File: config.mk
export PLATFORM = sky130hd
export DESIGN_NAME = can_tx_arb_scheduler
export DESIGN_NICKNAME = d
export VERILOG_FILES = /design/src/rtl/can_pkg.sv /design/src/rtl/can_id_prio_sel.sv /design/src/rtl/can_tx_arb_scheduler.sv
export SDC_FILE = /design/constraint.sdc
export NUM_CORES = 1
export LEC_CHECK = 0
export ABC_AREA = 1
export ABC_CLOCK_PERIOD_IN_PS = 8500
export CORE_MARGIN = 5
export CORE_UTILIZATION = 57
export CTS_BUF_LIST = sky130_fd_sc_hd__clkbuf_8
export CTS_CLUSTER_DIAMETER = 30
export DETAILED_ROUTE_END_ITERATION = 10
export MAX_ROUTING_LAYER = met4
export PLACE_DENSITY = 0.89
export SLEW_MARGIN = 20
export SYNTH_ARGS = -nofsm -noshare
export SYNTH_HDL_FRONTEND = slang
export SYNTH_SLANG_ARGS = --single-unit
File: constraint.sdc
create_clock -name clk -period 8.5 [get_ports clk]
set_input_delay 0.85 -clock clk [delete_from_list [all_inputs] [get_ports clk]]
set_output_delay 0.85 -clock clk [all_outputs]
set_load 0.01 [all_outputs]
File: src/rtl/can_pkg.sv
// Shared CAN arbitration types and constants for the TX arbitration scheduler
// and its priority selector.
package can_pkg;

  localparam int   CAN_ID_W      = 11;
  localparam logic CAN_RECESSIVE = 1'b1;
  localparam logic CAN_DOMINANT  = 1'b0;
  localparam int   CAN_ARB_LEN   = CAN_ID_W + 2;

  typedef enum logic [2:0] {
    ST_IDLE,
    ST_SELECT,
    ST_WAIT_IDLE,
    ST_ARB,
    ST_GRANTED,
    ST_BACKOFF
  } arb_state_e;

  // Arbitration field = SOF + identifier + RTR.
  function automatic int arb_len(input int id_w);
    return id_w + 2;
  endfunction

  function automatic int idx_width(input int n);
    return (n > 1) ? $clog2(n) : 1;
  endfunction

endpackage

File: src/rtl/can_id_prio_sel.sv
// Combinational priority pick over pending mailboxes: lowest identifier wins,
// equal identifiers resolve to the lowest mailbox index.
module can_id_prio_sel
  import can_pkg::*;
#(
  parameter int NUM_MB = 4,
  parameter int ID_W   = CAN_ID_W,
  localparam int IDX_W = idx_width(NUM_MB)
) (
  input  logic [NUM_MB-1:0]      req,
  input  logic [NUM_MB*ID_W-1:0] mb_id,
  input  logic [NUM_MB-1:0]      mb_rtr,
  output logic                   valid,
  output logic [IDX_W-1:0]       idx,
  output logic [ID_W-1:0]        id,
  output logic                   rtr
);

  // NOTE: every output gets a default before the loop, so no path leaves a
  // value unassigned and no latch is inferred.
  always_comb begin
    valid = 1'b0;
    idx   = '0;
    id    = '0;
    rtr   = 1'b0;
    // Strict less-than keeps the earlier (lower-index) mailbox on a tie.
    for (int i = 0; i < NUM_MB; i++) begin
      if (req[i] && (!valid || (mb_id[i*ID_W +: ID_W] < id))) begin
        valid = 1'b1;
        idx   = IDX_W'(i);
        id    = mb_id[i*ID_W +: ID_W];
        rtr   = mb_rtr[i];
      end
    end
  end

endmodule

File: src/rtl/can_tx_arb_scheduler.sv
// CAN transmit arbitration scheduler: selects the highest-priority mailbox,
// serialises SOF/ID/RTR at sample points and resolves win, loss or bit error.
module can_tx_arb_scheduler
  import can_pkg::*;
#(
  parameter int NUM_MB    = 4,
  parameter int ID_W      = CAN_ID_W,
  parameter int RETRY_MAX = 16,
  localparam int IDX_W    = idx_width(NUM_MB),
  localparam int RTRY_W   = $clog2(RETRY_MAX + 1)
) (
  input  logic                   clk,
  input  logic                   rst,
  input  logic [NUM_MB-1:0]      req,
  input  logic [NUM_MB*ID_W-1:0] mb_id,
  input  logic [NUM_MB-1:0]      mb_rtr,
  input  logic                   sample_point,
  input  logic                   rx_bit,
  input  logic                   bus_idle,
  input  logic                   frame_done,
  output logic                   tx_bit,
  output logic                   arbitration_active,
  output logic                   grant_valid,
  output logic [IDX_W-1:0]       grant_idx,
  output logic                   arb_won,
  output logic                   arb_lost,
  output logic                   bit_err,
  output logic                   give_up,
  output logic [RTRY_W-1:0]      retry_cnt
);

  localparam int ARB_LEN = arb_len(ID_W);
  localparam int CNT_W   = $clog2(ARB_LEN);

  arb_state_e        state_q, state_d;
  logic [IDX_W-1:0]  idx_q, idx_d, grant_idx_q, grant_idx_d;
  logic [ID_W:0]     shift_q, shift_d;
  logic [ID_W-1:0]   id_q, id_d;
  logic              rtr_q, rtr_d;
  logic [CNT_W-1:0]  bit_cnt_q, bit_cnt_d;
  logic [RTRY_W-1:0] retry_q, retry_d;
  logic              tx_bit_q, tx_bit_d, active_q, active_d, grant_q, grant_d;
  logic              won_q, won_d, lost_q, lost_d, berr_q, berr_d, give_up_q, give_up_d;

  logic              sel_valid, sel_rtr;
  logic [IDX_W-1:0]  sel_idx;
  logic [ID_W-1:0]   sel_id;

  can_id_prio_sel #(.NUM_MB(NUM_MB), .ID_W(ID_W)) u_prio_sel (
    .req    (req),
    .mb_id  (mb_id),
    .mb_rtr (mb_rtr),
    .valid  (sel_valid),
    .idx    (sel_idx),
    .id     (sel_id),
    .rtr    (sel_rtr)
  );

  always_comb begin
    state_d     = state_q;
    idx_d       = idx_q;
    id_d        = id_q;
    rtr_d       = rtr_q;
    shift_d     = shift_q;
    bit_cnt_d   = bit_cnt_q;
    retry_d     = retry_q;
    tx_bit_d    = tx_bit_q;
    active_d    = active_q;
    grant_d     = grant_q;
    grant_idx_d = grant_idx_q;
    won_d       = 1'b0;
    lost_d      = 1'b0;
    berr_d      = 1'b0;
    give_up_d   = 1'b0;
    unique case (state_q)
      ST_IDLE: if (|req) state_d = ST_SELECT;
      ST_SELECT: begin
        if (sel_valid) begin
          if (sel_idx != idx_q) retry_d = '0;
          idx_d   = sel_idx;
          id_d    = sel_id;
          rtr_d   = sel_rtr;
          state_d = ST_WAIT_IDLE;
        end else begin
          retry_d = '0;
          state_d = ST_IDLE;
        end
      end
      ST_WAIT_IDLE: begin
        if (!req[idx_q]) begin
          retry_d = '0;
          state_d = ST_IDLE;
        end else if (sample_point && bus_idle) begin
          // SOF goes out now; the shifter holds the remaining ID and RTR bits.
          tx_bit_d  = CAN_DOMINANT;
          active_d  = 1'b1;
          shift_d   = {id_q, rtr_q};
          bit_cnt_d = '0;
          state_d   = ST_ARB;
        end
      end
      ST_ARB: begin
        if (sample_point) begin
          if (tx_bit_q == CAN_RECESSIVE && rx_bit == CAN_DOMINANT) begin
            tx_bit_d = CAN_RECESSIVE;
            active_d = 1'b0;
            if (int'(retry_q) + 1 >= RETRY_MAX) begin
              give_up_d = 1'b1;
              retry_d   = '0;
              state_d   = ST_IDLE;
            end else begin
              lost_d  = 1'b1;
              retry_d = retry_q + 1'b1;
              state_d = ST_BACKOFF;
            end
          end else if (tx_bit_q == CAN_DOMINANT && rx_bit == CAN_RECESSIVE) begin
            berr_d   = 1'b1;
            tx_bit_d = CAN_RECESSIVE;
            active_d = 1'b0;
            state_d  = ST_BACKOFF;
          end else if (bit_cnt_q == CNT_W'(ARB_LEN - 1)) begin
            won_d       = 1'b1;
            grant_d     = 1'b1;
            grant_idx_d = idx_q;
            tx_bit_d    = CAN_RECESSIVE;
            active_d    = 1'b0;
            state_d     = ST_GRANTED;
          end else begin
            tx_bit_d  = shift_q[ID_W];
            shift_d   = {shift_q[ID_W-1:0], CAN_RECESSIVE};
            bit_cnt_d = bit_cnt_q + 1'b1;
          end
        end
      end
      ST_GRANTED: begin
        if (frame_done) begin
          grant_d = 1'b0;
          retry_d = '0;
          state_d = ST_IDLE;
        end
      end
      ST_BACKOFF: if (frame_done) state_d = ST_SELECT;
      default: state_d = ST_IDLE;
    endcase
  end

  // NOTE: state registers use non-blocking assignments so every flop samples
  // the pre-edge values, independent of statement order.
  always_ff @(posedge clk) begin
    if (rst) begin
      state_q     <= ST_IDLE;
      idx_q       <= '0;
      id_q        <= '0;
      rtr_q       <= 1'b0;
      shift_q     <= '0;
      bit_cnt_q   <= '0;
      retry_q     <= '0;
      tx_bit_q    <= CAN_RECESSIVE;
      active_q    <= 1'b0;
      grant_q     <= 1'b0;
      grant_idx_q <= '0;
      won_q       <= 1'b0;
      lost_q      <= 1'b0;
      berr_q      <= 1'b0;
      give_up_q   <= 1'b0;
    end else begin
      state_q     <= state_d;
      idx_q       <= idx_d;
      id_q        <= id_d;
      rtr_q       <= rtr_d;
      shift_q     <= shift_d;
      bit_cnt_q   <= bit_cnt_d;
      retry_q     <= retry_d;
      tx_bit_q    <= tx_bit_d;
      active_q    <= active_d;
      grant_q     <= grant_d;
      grant_idx_q <= grant_idx_d;
      won_q       <= won_d;
      lost_q      <= lost_d;
      berr_q      <= berr_d;
      give_up_q   <= give_up_d;
    end
  end

  assign tx_bit             = tx_bit_q;
  assign arbitration_active = active_q;
  assign grant_valid        = grant_q;
  assign grant_idx          = grant_idx_q;
  assign arb_won            = won_q;
  assign arb_lost           = lost_q;
  assign bit_err            = berr_q;
  assign give_up            = give_up_q;
  assign retry_cnt          = retry_q;

endmodule

==> results of run 1 <==
## cell usage after synthesis (all sizes together)
cell type	n	area, µm²
nand4	4	25.0
clkinv	2	7.51
o211ai	1	7.51
a21o	2	15.0
xor2	1	8.76
buf	6	31.3
nor4	1	6.26
dfxtp	47	941
o21ai	53	265
a2111oi	1	10.0
nand2	148	596
a211oi	6	45.0
a21oi	50	250
nor2	29	109
o221a	3	33.8
o22ai	1	6.26
xnor2	1	8.76
nand3	29	168
a31oi	13	81.3
inv	40	150
ha	35	438
clkbuf	14	52.6
nor3	8	40.0
nor3b	1	7.51
## metrics by stage
step                hold slack (ns)  worst slack (ns)
floorplan                     0.445              3.05
global placement              0.456              2.16
detailed placement            0.457              1.91
CTS                           0.471              2.19
global route                  0.491              1.58
finish                        0.468              2.13
## power groups by stage
stage / clock network [mW] / logic, mW / registers, mW
final: 0.194 / 0.404 / 0.310
after global routing: 0.205 / 0.464 / 0.317
after CTS: 0.195 / 0.403 / 0.309
after detailed placement: 0 / 0.400 / 0.313
after global placement: 0 / 0.388 / 0.312
after floorplan: 0 / 0.286 / 0.309
## worst max-delay path by stage
stage                 from           end  depth (start not counted)  slack [ns]
floorplan           req[0]  retry_cnt[0]                         40        3.05
global route        req[0]  retry_cnt[1]                         33        1.58
detailed placement  req[0]  retry_cnt[3]                         32        1.91
CTS                 req[0]  retry_cnt[1]                         33        2.19
global placement    req[0]  retry_cnt[3]                         32        2.16
finish              req[0]  retry_cnt[1]                         33        2.13
## logic make-up (layout without fill, tap and decap cells)
| family | count (synthesis) | in the layout | share of synthesized area |
|---|---|---|---|
| flops | 47 | 47 | 0.285 |
| simple gates | 220 | 220 | 0.288 |
| xor+xnor | 2 | 2 | 0.00530 |
| compound gates | 130 | 130 | 0.216 |
| fa+ha+maj | 35 | 35 | 0.133 |
| buf+inv | 62 | 123 | 0.0731 |
## layout by cell type, fill, tap and decap left out, drive strengths merged
master | synthesis | final
o21ai | 53 | 53
nor4 | 1 | 1
ha | 35 | 35
o22ai | 1 | 1
nand3 | 29 | 29
nor2 | 29 | 29
a21o | 2 | 2
o211ai | 1 | 1
a31oi | 13 | 13
nor3b | 1 | 1
clkinv | 2 | 2
a2111oi | 1 | 1
inv | 40 | 40
clkinvlp | 0 | 1
xor2 | 1 | 1
a211oi | 6 | 6
a21oi | 50 | 50
nand4 | 4 | 4
buf | 6 | 2
nor3 | 8 | 8
dfxtp | 47 | 47
bufinv | 0 | 2
clkbuf | 14 | 5
xnor2 | 1 | 1
o221a | 3 | 3
nand2 | 148 | 148
clkdlybuf4s50 | 0 | 71
## routing by layer
layer  track usage  up-vias  share of wire  wire length, µm
met2         0.416       82           0.50             4210
li1              -     1803              -                -
met4        0.0863        0          0.024              199
met1         0.276     1557           0.43             3600
met3        0.0336       18          0.046              388
met5             -        -              0                0
## layout make-up
cell class | instances | area, µm²
repair buffers | 73 | 726
flip-flops and latches | 47 | 941
well taps | 72 | 90.1
clock inverters | 3 | 67.6
inverters | 42 | 158
fillers | 457 | 1400
clock buffers | 5 | 68.8
multi-input cells | 387 | 2120
## registers in the layout, summed over array words and instances (netlist names), 2 cells and up
name and count:
bit_cnt_q 4, shift_q 12, idx_q 2, id_q 11, retry_cnt 5, grant_idx 2, state_q 3
## worst min-delay path: cells and delay by family (launching register included)
kind             cells  cell delay, ns
AO/OA/AOI/OAI        1            0.05
AND/OR/NAND/NOR      1            0.06
flip-flops           1            0.32
==> run_results.csv, run 1 <==
group,metric,value,unit
synthesis,syn_inst,496,
placed_design,io_buffers,71,
timing,hold_viol_final,0,
grt,grt.total_usage,0.238,
final_layout,stdcell_count,629,
worst_hold_path,min-delay-start,"id_q[8]",
floorplan,dieWidth,86.1,µm
synthesis,synth.cell_area,0.00330,mm²
critical_path,cp_max_fo,28,
power_and_ir_drop,p_leak,1.81,nW
timing,slew_violations,0,
final_layout,fin_area,0.00417,mm²
power_and_ir_drop,p_sw_frac,0.387,
power_and_ir_drop,p_switching,352,µW
critical_path,cp_top_family,"simple AND/OR/NAND/NOR gates",
critical_path,cp.required,8.74,ns
clocking,ctsResizeCount,0,
route,ant_nets,0,
worst_hold_path,hold_path_class,"register to register",
route,totalWireLength,8400,µm
run,maxCapViolations,0,
final_layout,antenna-diode-count,0,
timing,tns,0,ns
timing,maxSlewHeadroom,0.413,
critical_path,worstSetupStartpointType,"primary input",
clocking,cts_tree,"yes",
power_and_ir_drop,p_clk_frac,0.214,
worst_hold_path,min_to,"id_q[8]",
floorplan,dieArea,0.00742,mm²
clocking,cts_made_buffers,5,
floorplan,initial_core_util,0.593,
route,drc,0,
clocking,cts_max_path_buffers,2,
clocking,cts.clk_slew.worst_paths,0.09,ns
power_and_ir_drop,total_power,909,µW
timing,period_needed,6.37,ns
final_layout,fin_nets,649,
critical_path,r2r_slack,5.52,ns
floorplan,io_pins,72,
critical_path,critPathBufInv,1,
floorplan,fp-row-count,27,
final_layout,drive_gt1_frac,0.0557,
critical_path,cp_slowest_cell,"clkdlybuf4s50_1",
critical_path,worstReg2RegStart,"state_q[1]",
timing,fin_crit_sh,0.749,
final_layout,syn_to_final_growth,26.3,%
clocking,insertion_delay,0.30,ns
power_and_ir_drop,power.share.combinational,0.445,
critical_path,cp_common_cell,"nand2_2",
power_and_ir_drop,seq_power_share,0.341,
critical_path,max_stage_delay,0.81,ns
clocking,htreeDepth,2,
power_and_ir_drop,p_int,557,µW
floorplan,die_h,86.1,µm
synthesis,avgSynthCellArea,6.66,µm²
synthesis,synth_cell_types,32,
clocking,cts_sinks,47,
critical_path,worstReg2RegEnd,"shift_q[3]",
floorplan,core-area,0.00557,mm²
critical_path,path_class,"primary input to register",
synthesis,yosysSeqAreaShare,0.285,
clocking,cts_setup_buffers,0,
worst_hold_path,holdPathStages,2,
route,vias,3460,
grt,grt_first_pass_wirelength,14300,µm
synthesis,synth_nets,589,
grt,grt_max_degree,30,
grt,grt_pass1_vias,3347,
route,wire_per_inst,13.4,µm
route,first_pass_iters,4,
critical_path,ff2ff_path_depth,12,
synthesis,synth_seq_cells,47,
timing,rsz0062_at_grt,"false",
timing,worstMarginPinSlew,0.878,ns
critical_path,cp-end-kind,"register",
placed_design,hpwlAfterDp,6690,µm
timing,setup_viol,0,
timing,max_freq,157,MHz
power_and_ir_drop,max-vdd-ir-drop,0.147,mV
grt,antenna_found_initial,0,
synthesis,yosys_warnings,0,
clocking,cts_hold_buf,0,
placed_design,placed_area,0.00404,mm²
power_and_ir_drop,p_per_area,218,mW/mm²
placed_design,dp_cells,621,
critical_path,critPathArrivalTime,6.61,ns
route,vias_per_cell,5.50,
grt,grt_overflow_total,0,
placed_design,place_congestion,0.938,
status,status,"complete, no violations",
route,drt-initial-drc-count,186,
timing,finalClockSkew,0.00570,ns
final_layout,utilization,0.748,
clocking,cts-root-buf,"clkbuf_8",
Note: power is estimated with default switching activity, not from simulation.
==> run 2: changes to the inputs <==
ABC_CLOCK_PERIOD_IN_PS = 6500   (was 8500)
CORE_UTILIZATION = 53   (was 57)
PLACE_DENSITY = 0.84   (was 0.89)
clock period = 6.5 ns   (was 8.5 ns; I/O delays follow)
==> run 2 against run 1 <==
Worst hold slack lost 0.0013 ns. Clock-buffer cell count is the same. Non-clock buffer count is the same. Final area shrank 0.99%. Utilization shrank 5.9 points. Setup slack lost 1.4 ns. Sequential power grew 31%. Clock power shrank 9%. Final cell count grew 0.48%. Power grew 23%. Global-route usage shrank 0.22 points. Die area grew 6.7%.
==> run_results.csv, run 2 (same netlist as run 1, synthesis figures left out) <==
group,metric,value,unit
timing,max_freq,175,MHz
clocking,insertion_delay,0.30,ns
final_layout,drive_gt1_frac,0.0557,
power_and_ir_drop,p_leak,1.79,nW
status,status,"complete, no violations",
floorplan,dieArea,0.00791,mm²
floorplan,die_h,88.9,µm
timing,hold_viol_final,0,
timing,worstMarginPinSlew,0.883,ns
critical_path,worstSetupStartpointType,"primary input",
clocking,cts_sinks,47,
timing,setup_viol,0,
critical_path,cp_slowest_cell,"dlymetal6s2s_1",
run,maxCapViolations,0,
power_and_ir_drop,total_power,1.11,mW
critical_path,cp_max_fo,28,
final_layout,final_common_cell,"nand2_1",
placed_design,place_congestion,0.909,
route,wire_per_inst,13.6,µm
clocking,cts.clk_slew.worst_paths,0.09,ns
floorplan,initial_core_util,0.551,
critical_path,path_class,"primary input to register",
clocking,cts-root-buf,"clkbuf_8",
timing,slew_violations,0,
grt,grt_first_pass_wirelength,14700,µm
worst_hold_path,hold_path_class,"register to register",
clocking,cts_setup_buffers,0,
timing,finalClockSkew,0.0108,ns
floorplan,core-area,0.00599,mm²
placed_design,hpwlAfterDp,6930,µm
timing,fin_crit_sh,0.881,
timing,tns,0,ns
grt,grt.total_usage,0.236,
floorplan,fp-row-count,28,
clocking,cts_max_path_buffers,2,
clocking,cts_tree,"yes",
timing,period_needed,5.73,ns
route,drc,0,
grt,antenna_found_initial,0,
floorplan,dieWidth,88.9,µm
timing,whs,0.466,ns
final_layout,regMostFlops,"shift_q",
grt,grt_pass1_vias,3466,
final_layout,fin_nets,649,
final_layout,antenna-diode-count,0,
grt,grt_overflow_total,0,
critical_path,max_stage_delay,0.45,ns
power_and_ir_drop,p_per_area,270,mW/mm²
grt,grt_max_degree,30,
clocking,cts_hold_buf,0,
final_layout,largest_register_ffs,12,
route,first_pass_iters,5,
final_layout,syn_to_final_growth,25.0,%
route,vias_per_cell,5.54,
route,totalWireLength,8620,µm
critical_path,critPathArrivalTime,5.96,ns
clocking,cts_made_buffers,5,
critical_path,cp-end-kind,"register",
route,ant_nets,0,
timing,rsz0062_at_grt,"false",
critical_path,cp_common_cell,"nand2_2",
timing,maxSlewHeadroom,0.410,
power_and_ir_drop,max-vdd-ir-drop,0.207,mV
final_layout,final_cell_mix,"nand2_1 (136), clkdlybuf4s50_1 (70), a21oi_1 (50), dfxtp_1 (47), o21ai_0 (41)",
floorplan,io_pins,72,
route,drt-initial-drc-count,164,
placed_design,io_buffers,71,
clocking,htreeDepth,2,
route,vias,3500,
critical_path,cp.required,6.74,ns
run 2: cell types whose count changed in the layout (fill, tap and decap cells not counted):
cell	previous run	this run
bufinv_16	2	0
clkdlybuf4s50_1	71	70
clkinv_2	0	1
clkinvlp_4	1	2
dlymetal6s2s_1	0	1
run 2: area by class of cell:
| class | count | area, µm² |
|---|---|---|
| clock buffer | 5 | 68.8 |
| inverter | 42 | 158 |
| clock inverter | 3 | 20.0 |
| fill | 519 | 1860 |
| sequential | 47 | 941 |
| timing repair buffer | 73 | 728 |
| tap | 75 | 93.8 |
| multi-input combinational | 387 | 2120 |
run 2: through the flow:
step           utilization  cells  cell area (µm²)  setup WS, ns
6_report             0.689    632             4130         0.774
5_1_grt              0.689    632             4130        0.0821
4_1_cts              0.689    632             4130         0.383
3_5_place_dp         0.674    624             4040        0.0665
3_3_place_gp         0.674    624             4040         0.333
2_1_floorplan            -    496             3300          1.25
run 2: routing by layer:
| layer | wire length, µm | vias to the layer above | GRT usage | share of wire |
|---|---|---|---|---|
| li1 | - | 1805 | - | - |
| met1 | 3720 | 1603 | 0.276 | 0.43 |
| met2 | 4420 | 86 | 0.429 | 0.51 |
| met3 | 412 | 6 | 0.0304 | 0.048 |
| met4 | 65 | 0 | 0.0528 | 0.0075 |
| met5 | 0 | - | - | 0 |
run 2: final timing paths:
path,from,endpoint,slack [ns],cells past startpoint
max,req[0],retry_cnt[3],0.77,33
min,retry_cnt[4],retry_cnt[4],0.47,2
max reg2reg,state_q[1],shift_q[5],3.47,12
min reg2reg,retry_cnt[4],retry_cnt[4],0.47,2
run 2: power by group:
| group | switching (mW) | internal [mW] | total [mW] |
|---|---|---|---|
| sequential | 0.0489 | 0.357 | 0.405 |
| clock | 0.102 | 0.0750 | 0.177 |
| combinational | 0.313 | 0.219 | 0.531 |
| total | 0.464 | 0.650 | 1.11 |
run 2: what timing repair did:
item                       in CTS  in global routing
setup endpoints to repair       0                 17
gates resized for setup         0                  1
hold endpoints to repair        0                  0
run 2: worst max-delay path, delay by kind of cell:
kind	cells	cell delay (ns)
AND/OR/NAND/NOR	20	2.12
adder cells (fa/ha/maj)	3	0.91
AO/OA/AOI/OAI	9	1.81
buffers and inverters	1	0.45
==> run 3: changes to the inputs <==
CTS_BUF_LIST = sky130_fd_sc_hd__clkbuf_4 sky130_fd_sc_hd__clkbuf_8   (was sky130_fd_sc_hd__clkbuf_8)
CTS_CLUSTER_DIAMETER = 200   (was 30)
==> results of run 3 <==
The final DEF is identical to that of run 2; final timing and power are the same.
